File: src/rtl/pdm_transmitter.sv
// PDM audio transmitter: PCM sample FIFO, first-order sigma-delta modulator, bit clock generator.
// Optional macro PDM_TX_UNDERRUN_CNT_EN adds a saturating underrun counter output.
module pdm_transmitter #(
  parameter int SAMPLE_W   = 16,
  parameter int CLK_DIV    = 40,
  parameter int OSR        = 64,
  parameter int FIFO_DEPTH = 4
) (
  input  logic                clk_i,
  input  logic                rst_ni,
  input  logic                en_i,
  input  logic [SAMPLE_W-1:0] s_data_i,
  input  logic                s_valid_i,
  output logic                s_ready_o,
  output logic                pdm_clk_o,
  output logic                pdm_o,
  output logic                aud_sd_o,
  output logic                busy_o,
  output logic                underrun_o
`ifdef PDM_TX_UNDERRUN_CNT_EN
  ,
  output logic [15:0]         underrun_cnt_o
`endif
);

  localparam int DIV_W = $clog2(CLK_DIV);
  localparam int BIT_W = $clog2(OSR);
  localparam int PTR_W = $clog2(FIFO_DEPTH);
  localparam int CNT_W = PTR_W + 1;
  localparam logic [DIV_W-1:0] DIV_LAST  = DIV_W'(CLK_DIV - 1);
  localparam logic [DIV_W-1:0] DIV_HALF  = DIV_W'(CLK_DIV / 2);
  localparam logic [BIT_W-1:0] BIT_LAST  = BIT_W'(OSR - 1);
  localparam logic [CNT_W-1:0] FIFO_FULL = CNT_W'(FIFO_DEPTH);

  typedef enum logic [1:0] {IDLE, RUN, STOP} state_e;

  state_e              state_q, state_d;
  logic [DIV_W-1:0]    divider_q, divider_d;
  logic [BIT_W-1:0]    bit_cnt_q, bit_cnt_d;
  logic [SAMPLE_W-1:0] acc_q, acc_d;
  logic [SAMPLE_W-1:0] cur_q, cur_d;
  logic                pdm_q, pdm_d;
  logic                pdm_clk_q, pdm_clk_d;
  logic                aud_sd_q, aud_sd_d;
  logic                underrun_q, underrun_d;

  logic [SAMPLE_W-1:0] mem_q [FIFO_DEPTH];
  logic [PTR_W-1:0]    wr_ptr_q, wr_ptr_d, rd_ptr_q, rd_ptr_d;
  logic [CNT_W-1:0]    count_q, count_d;
  logic                fifo_empty, fifo_full, push, pop;
  logic [SAMPLE_W-1:0] fifo_rd;

  logic                bit_tick, frame_end;
  logic [SAMPLE_W-1:0] offset_u;
  logic [SAMPLE_W:0]   sum;

  assign fifo_empty = (count_q == '0);
  assign fifo_full  = (count_q == FIFO_FULL);
  assign s_ready_o  = ~fifo_full;
  assign push       = s_valid_i & ~fifo_full;
  assign fifo_rd    = mem_q[rd_ptr_q];

  assign bit_tick  = (state_q != IDLE) && (divider_q == DIV_LAST);
  assign frame_end = bit_tick && (bit_cnt_q == BIT_LAST);

  // Offset-binary view of the sample so the carry density tracks the signed value.
  assign offset_u = {~cur_q[SAMPLE_W-1], cur_q[SAMPLE_W-2:0]};
  assign sum      = {1'b0, acc_q} + {1'b0, offset_u};

  always_comb begin
    wr_ptr_d = push ? wr_ptr_q + PTR_W'(1) : wr_ptr_q;
    rd_ptr_d = pop  ? rd_ptr_q + PTR_W'(1) : rd_ptr_q;
    count_d  = count_q + CNT_W'(push) - CNT_W'(pop);
  end

  always_comb begin
    state_d    = state_q;
    divider_d  = divider_q;
    bit_cnt_d  = bit_cnt_q;
    acc_d      = acc_q;
    cur_d      = cur_q;
    pdm_d      = pdm_q;
    underrun_d = 1'b0;
    pop        = 1'b0;
    case (state_q)
      IDLE: begin
        pdm_d = 1'b0;
        if (en_i && !fifo_empty) begin
          state_d   = RUN;
          pop       = 1'b1;
          cur_d     = fifo_rd;
          divider_d = '0;
          bit_cnt_d = '0;
          acc_d     = '0;
        end
      end
      RUN, STOP: begin
        state_d   = en_i ? RUN : STOP;
        divider_d = bit_tick ? '0 : divider_q + DIV_W'(1);
        if (bit_tick) begin
          acc_d     = sum[SAMPLE_W-1:0];
          pdm_d     = sum[SAMPLE_W];
          bit_cnt_d = frame_end ? '0 : bit_cnt_q + BIT_W'(1);
        end
        // A stopping frame drains to IDLE; a running frame reloads or repeats on underrun.
        if (frame_end) begin
          if (state_q == STOP && !en_i) begin
            state_d   = IDLE;
            pdm_d     = 1'b0;
            divider_d = '0;
          end else if (!fifo_empty) begin
            pop   = 1'b1;
            cur_d = fifo_rd;
          end else begin
            underrun_d = 1'b1;
          end
        end
      end
      default: state_d = IDLE;
    endcase
    pdm_clk_d = (state_d != IDLE) && (divider_d < DIV_HALF);
    aud_sd_d  = (state_d != IDLE);
  end

  always_ff @(posedge clk_i or negedge rst_ni) begin
    if (!rst_ni) begin
      state_q    <= IDLE;
      divider_q  <= '0;
      bit_cnt_q  <= '0;
      acc_q      <= '0;
      cur_q      <= '0;
      pdm_q      <= 1'b0;
      pdm_clk_q  <= 1'b0;
      aud_sd_q   <= 1'b0;
      underrun_q <= 1'b0;
      wr_ptr_q   <= '0;
      rd_ptr_q   <= '0;
      count_q    <= '0;
    end else begin
      state_q    <= state_d;
      divider_q  <= divider_d;
      bit_cnt_q  <= bit_cnt_d;
      acc_q      <= acc_d;
      cur_q      <= cur_d;
      pdm_q      <= pdm_d;
      pdm_clk_q  <= pdm_clk_d;
      aud_sd_q   <= aud_sd_d;
      underrun_q <= underrun_d;
      wr_ptr_q   <= wr_ptr_d;
      rd_ptr_q   <= rd_ptr_d;
      count_q    <= count_d;
    end
  end

  always_ff @(posedge clk_i) begin
    if (push) mem_q[wr_ptr_q] <= s_data_i;
  end

`ifdef PDM_TX_UNDERRUN_CNT_EN
  logic [15:0] ucnt_q, ucnt_d;

  always_comb begin
    ucnt_d = ucnt_q;
    if (state_q == IDLE && state_d == RUN) ucnt_d = '0;
    else if (underrun_d && ucnt_q != 16'hFFFF) ucnt_d = ucnt_q + 16'd1;
  end

  always_ff @(posedge clk_i or negedge rst_ni) begin
    if (!rst_ni) ucnt_q <= '0;
    else         ucnt_q <= ucnt_d;
  end

  assign underrun_cnt_o = ucnt_q;
`endif

  assign pdm_o      = pdm_q;
  assign pdm_clk_o  = pdm_clk_q;
  assign aud_sd_o   = aud_sd_q;
  assign busy_o     = (state_q != IDLE);
  assign underrun_o = underrun_q;

endmodule
File: config.mk
export PLATFORM = sky130hd
export DESIGN_NAME = pdm_transmitter
export DESIGN_NICKNAME = d
export VERILOG_FILES = /design/src/rtl/pdm_transmitter.sv
export SDC_FILE = /design/constraint.sdc
export NUM_CORES = 1
export LEC_CHECK = 0
export CAP_MARGIN = 20
export CORE_UTILIZATION = 45
export DETAILED_ROUTE_END_ITERATION = 7
export PLACE_DENSITY_LB_ADDON = 0.08
export SETUP_SLACK_MARGIN = 0.15
export SLEW_MARGIN = 20
export SYNTH_ARGS = -nofsm -noshare
export SYNTH_HDL_FRONTEND = slang
export SYNTH_SLANG_ARGS = --single-unit
File: constraint.sdc
create_clock -name clk_i -period 4.3 [get_ports clk_i]
set_input_delay 0.86 -clock clk_i [delete_from_list [all_inputs] [get_ports clk_i]]
set_output_delay 0.86 -clock clk_i [all_outputs]
set_load 0.005 [all_outputs]
==> results.ini, run 1 <==
[synth]
syn_avg_cell_area_um2 = 13.36
synth_nets = 474
async_reset_ff_frac = 0.4711
ys_seq_area_frac = 0.5898
ys_types = 55
synth_seq_cells = 121
synthCells = 425
synth_area_um2 = 5677
yosysWarnings = 0
synth_top_area_cell = edfxtp_1
synth_top_area_frac = 0.3385
synth_area_leaders = edfxtp_1 (34%), dfrtp_1 (25%), mux4_2 (6.3%)
synth_edf_count = 64
ys.flop_type = edfxtp_1

[finish]
fin_nets = 506
drive_gt1_frac = 0.1574
diodes = 0
most-common-layout-cells = edfxtp_1 (64), dfrtp_1 (57), nand2_1 (40)
final_common_cell = edfxtp_1
syn2layout_area_growth_pct = 17.79

[die]
initial_utilization = 0.4668
rows = 40
ios = 26
die_width_um = 114.3
design.die.area_um2 = 13070
core_area_um2 = 12160
fp.dieH_um = 114.3

[clock_tree]
clk_transition_reported_paths_ns = 0.05
cts_sinks = 121
cts_tree = done
clockBufferDepth = 2
postCtsSetupBuffers = 0
cts_made_buffers = 17
cts_root_buf = clkbuf_16
htree_levels = 4
ctsHoldBuffers = 0
clkLatencyLatePin_ns = 0.42
cts_resized = 0

[sta]
rsz0062_at_grt = false
slew_headroom = 0.3388
hold_ws_ns = 0.4397
post-route-period-util = 0.7873
post-route-min-period_ns = 3.385
setup_tns_ns = 0
slew_violations = 0
finalSetupViolCount = 0
worstMarginPinSlew_ns = 0.9919
worst_clock_skew_ns = 0.02138
max_clock_freq_mhz = 295.4
hold_viol = 0

[worst_setup_path]
required_ns = 4.60
crit_chain = inv_1 -> ha_1 -> nor4b_2 -> nand3_2 -> or4_4 -> a21oi_1 -> o21a_1 -> ha_1 -> inv_1 -> ha_1 -> inv_1 -> fa_1 -> xnor2_1 -> xnor2_1
cp_slowest_stage_delay_ns = 0.59
crit_start = state_q[0]
cp-end-kind = flop
rrSetupSlack_ns = 0.91
cp_slowest_cell = or4_4
critPathMaxFanout = 7
reg2reg_to = count_q[2]
rr_startpoint = state_q[0]
r2r_cells = 14
cp.arrival_ns = 3.68
critical_path_class = reg -> reg
cp-start-kind = flop

[detailed_routing]
ant_nets = 0
drcViolationCount = 0
vias_per_cell = 5.321
vias = 3395
first_pass_iters = 4
wl_per_cell_um = 16.66
drt_iter0_markers = 224
wirelength_um = 10630

[placement]
numPortBuffers = 25
dp_hpwl_um = 7061
gp_congestion = 0.8118

[flow_run]
maxCapViolCount = 0

[status]
run_status = finished clean

[grt]
grt_pass1_vias = 3440
grt_usage = 0.1822
grt_overflow_total = 0
grt_pass1_wl_um = 17620
grt_max_degree = 35
antenna_found_initial = 0

[power_and_ir_drop]
p_per_area_nw_per_um2 = 730.8
p_leak_uw = 0.002636
ir_drop_mv = 0.3263
p_total_uw = 4887

[worst_hold_path]
min_path_type = in -> async

## routing by layer
layer / vias to the layer above / GRT usage / wire (um) / share of wire
met2: 58 / 0.2861 / 5046 / 0.47
met3: 10 / 0.05929 / 393 / 0.037
li1: 1654 / - / - / -
met1: 1673 / 0.2403 / 5073 / 0.48
met4: 0 / 0.05887 / 114 / 0.011
met5: - / 0 / 0 / 0
## where the power goes
| part | total (uW) | internal, uW | switching (uW) | leakage (uW) |
|---|---|---|---|---|
| Combinational | 1640 | 761 | 880 | 0.00103 |
| Clock | 1460 | 931 | 526 | 0.000291 |
| Sequential | 1790 | 1550 | 236 | 0.00132 |
| Total | 4890 | 3240 | 1640 | 0.00264 |
## cell type report
type	count	area [um^2]
repair buffers	28	267.8
inverters	20	75.07
well taps	168	210.2
clock buffers	19	442.9
clock inverters	13	166.4
fillers	999	5475
multi-input cells	269	2176
flip-flops and latches	121	3348
## sequential cells by signal, indices dropped and copies added (netlist names), 3 cells and up
name	cells
acc_q	16
bit_cnt_q	6
count_q	3
cur_q	16
divider_q	6
mem_q	64
## worst max-delay path, delay by kind of cell (launching register included)
kind / cells / cell delay (ns)
xor+xnor: 2 / 0.26
compound gates: 2 / 0.37
fa+ha+maj: 4 / 1.03
buf+inv: 3 / 0.17
simple gates: 3 / 1.07
flops: 1 / 0.35
## through the flow
stage | util | area, um^2 | cells | setup slack, ns
2_1_floorplan | - | 5677 | 425 | 1.150
3_3_place_gp | 0.4997 | 6077 | 606 | 1.020
3_5_place_dp | 0.4997 | 6077 | 606 | 0.8970
4_1_cts | 0.5498 | 6686 | 638 | 0.8828
5_1_grt | 0.5498 | 6686 | 638 | 0.6723
6_report | 0.5498 | 6686 | 638 | 0.9148
## cells by family after synthesis
| family | Yosys count | synth area share |
|---|---|---|
| buf+inv | 35 | 0.02689 |
| xor+xnor | 17 | 0.02623 |
| compound gates | 92 | 0.1020 |
| fa+ha+maj | 29 | 0.06656 |
| simple gates | 101 | 0.09191 |
| flops | 121 | 0.5898 |
| mux | 30 | 0.09654 |
## worst max-delay path by stage
| stage | end | slack, ns |
|---|---|---|
| after floorplan | count_q[2] | 1.15 |
| after global placement | count_q[2] | 1.02 |
| after detailed placement | count_q[2] | 0.90 |
| after CTS | count_q[2] | 0.88 |
| after global routing | count_q[2] | 0.67 |
| final | count_q[2] | 0.91 |
## synthesized netlist by cell type, types with 2 or more instances
cell / n
edfxtp_1: 64
dfrtp_1: 57
nand2_1: 40
o21ai_0: 29
ha_1: 27
a21oi_1: 19
inv_1: 19
mux4_2: 16
nor2_1: 16
clkbuf_1: 10
o31ai_1: 10
nand3_1: 9
xnor2_1: 9
mux2_4: 8
xor2_1: 8
and3_1: 6
mux2_2: 6
a21o_1: 5
a31oi_1: 4
buf_2: 4
nand2b_1: 4
nand4_1: 4
o41ai_1: 4
nor3_1: 3
o211ai_1: 3
o21a_1: 3
or3_1: 3
a22oi_1: 2
and2_1: 2
fa_1: 2
nor2b_1: 2
o21bai_1: 2
o22ai_1: 2
or4_1: 2
No activity file was read; power rests on OpenSTA's default activity.
==> inputs of run 2 (changes only) <==
==> constraint.sdc (replaced) <==
create_clock -name clk_i -period 3.4 [get_ports clk_i]
set_input_delay 0.68 -clock clk_i [delete_from_list [all_inputs] [get_ports clk_i]]
set_output_delay 0.68 -clock clk_i [all_outputs]
set_load 0.005 [all_outputs]
==> results.ini, run 2 (synthesis results as in run 1) <==
[detailed_routing]
first_pass_iters = 4  ; unchanged
vias = 3461  ; +1.9%
ant_nets = 0  ; unchanged
drcViolationCount = 0  ; unchanged
vias_per_cell = 5.316  ; about the same
wirelength_um = 10500  ; -1.2%
drt_iter0_markers = 225  ; +0.45%
wl_per_cell_um = 16.12  ; -3.2%

[finish]
reg.largest.list = mem_q: 64 flops, acc_q: 16 flops, cur_q: 16 flops
stdcell_count = 651  ; +2.0%
multi_input_area_um2 = 2201  ; +1.1%
register_area_um2 = 3348  ; unchanged
fillerInstances = 1005  ; +0.60%
largest_register = mem_q
diodes = 0  ; unchanged
final_common_cell = edfxtp_1
drive_gt1_frac = 0.1801  ; +0.02268
fin_nets = 519  ; +2.6%
most-common-layout-cells = edfxtp_1 (64), dfrtp_1 (57), nand2_1 (40)
syn2layout_area_growth_pct = 19.57
largest_register_ffs = 64  ; unchanged

[clock_tree]
clk_transition_reported_paths_ns = 0.06  ; about the same
clkLatencyLatePin_ns = 0.41  ; about the same
cts_sinks = 121  ; unchanged
cts_tree = done
cts_root_buf = clkbuf_16
cts_made_buffers = 17  ; unchanged
clockBufferDepth = 2  ; unchanged
htree_levels = 4  ; unchanged
ctsHoldBuffers = 0  ; unchanged

[power_and_ir_drop]
p_int_uw = 4154  ; +28%
pwr-share-comb = 0.362  ; +0.026
switchingPower_uw = 2072  ; +26%
seqPwrFrac = 0.353  ; -0.013
p_leak_uw = 0.002689  ; +2.0%
ir_drop_mv = 0.4352  ; +33%
p_total_uw = 6225  ; +27%
p_per_area_nw_per_um2 = 917.1  ; +25%
p_sw_frac = 0.3328  ; -0.003252
pwr-share-clk = 0.285  ; -0.013

[worst_setup_path]
critPathMaxFanout = 4  ; -3
reg2reg_to = count_q[2]
cp_slowest_cell = or4_4
crit_top_cell = inv_1
crit_start = state_q[0]
r2r_cells = 14  ; unchanged
cp.depth = 14  ; unchanged
critical_path_class = reg -> reg
rrSetupSlack_ns = 0.34  ; -0.58 ns
cp-start-kind = flop
cp-end-kind = flop
required_ns = 3.69  ; -0.91 ns
crit_chain = inv_1 -> ha_2 -> nor4b_4 -> nand3_2 -> or4_4 -> a21oi_2 -> o21a_1 -> ha_1 -> inv_1 -> ha_1 -> inv_1 -> fa_2 -> xnor2_2 -> xnor2_1
crit_end = count_q[2]
worst-path-buf-inv = 3  ; unchanged
rr_startpoint = state_q[0]
cp_slowest_stage_delay_ns = 0.58  ; about the same
cp.arrival_ns = 3.35  ; -0.33 ns
cpLargestDelayFamily = simple AND/OR/NAND/NOR gates

[placement]
place_inst = 617  ; +1.8%
numPortBuffers = 25  ; unchanged
gp_congestion = 0.8291  ; +2.1%
pre_cts_ws_ns = 0.1522  ; -0.7448 ns
dp_hpwl_um = 6897  ; -2.3%

[sta]
max_clock_freq_mhz = 326.7  ; +11%
slew_headroom = 0.4168  ; +0.07800
post-route-min-period_ns = 3.061  ; -0.3246 ns
setup_ws_ns = 0.3394  ; -0.5754 ns
post-route-period-util = 0.9002  ; +0.1129
worst_clock_skew_ns = 0.007483  ; -0.01390 ns
finalSetupViolCount = 0  ; unchanged
hold_ws_ns = 0.2419  ; -0.1978 ns
hold_viol = 0  ; unchanged
worstMarginPinSlew_ns = 0.8749  ; -0.1170 ns
setup_tns_ns = 0  ; unchanged
rsz0062_at_grt = false
slew_violations = 0  ; unchanged

[die]
initial_utilization = 0.4668  ; unchanged
fp.dieH_um = 114.3  ; unchanged
ios = 26  ; unchanged
rows = 40  ; unchanged
core_area_um2 = 12160  ; unchanged
design.die.area_um2 = 13070  ; unchanged
die_width_um = 114.3  ; unchanged

[status]
run_status = finished clean

[grt]
antenna_found_initial = 0  ; unchanged
grt_pass1_wl_um = 17370  ; -1.4%
grt_overflow_total = 0  ; unchanged
grt_usage = 0.1819  ; -0.0003065
grt_pass1_vias = 3403  ; -1.1%
grt_max_degree = 36  ; +2.9%

[worst_hold_path]
min_path_type = in -> async

[flow_run]
maxCapViolCount = 0  ; unchanged

==> run 2: changes by cell type in the layout (fill, tap and decap cells not counted), moves of 2 or more <==
cell,change
clkbuf_1,+2
clkinv_4,+2
buf_4,+13
clkinv_1,+2
inv_6,-4
==> run 2: per-layer routing <==
metal	up-vias	track usage	wire length [um]
met5	-	0	0
met4	0	0.07965	133
met3	11	0.05241	399
met2	61	0.2719	4865
met1	1695	0.2479	5096
li1	1694	-	-
==> run 2: timing repair <==
| item | 4_1_cts | 5_1_grt |
|---|---|---|
| buffers inserted | 1 | 1 |
| pin swaps | 3 | 2 |
| resized for setup | 2 | 3 |
| endpoints found under the setup margin | 1 | 2 |
==> run 2: how the worst min path moves through the flow <==
stage	endpoint	startpoint	cells after the start
after floorplan	acc_q[0]	rst_ni	0
after global placement	acc_q[7]	acc_q[7]	2
after detailed placement	bit_cnt_q[5]	bit_cnt_q[5]	1
after CTS	cur_q[4]	rst_ni	1
after global routing	cur_q[4]	rst_ni	1
final	cur_q[3]	rst_ni	1
==> run 2: final cells by class <==
cell class,instances,area share
Clock buffer,20,0.06433
Multi-Input combinational cell,269,0.3242
Clock inverter,12,0.02230
Timing Repair Buffer,41,0.05382
Inverter,20,0.01106
Sequential cell,121,0.4933
Tap cell,168,0.03097
==> run 2: per-stage QoR <==
step	instance area, um^2	util
after global placement	6160	0.5065
final	6788	0.5581
after CTS	6765	0.5563
after global routing	6788	0.5581
after detailed placement	6160	0.5065
after floorplan	5677	-
==> run 2: power by group through the flow <==
stage	Combinational, uW	Sequential, uW	Clock [uW]
floorplan	1710	2120	0
global placement	2190	2220	0
detailed placement	2230	2220	0
CTS	2270	2200	1820
global route	2510	2250	1880
finish	2250	2200	1770
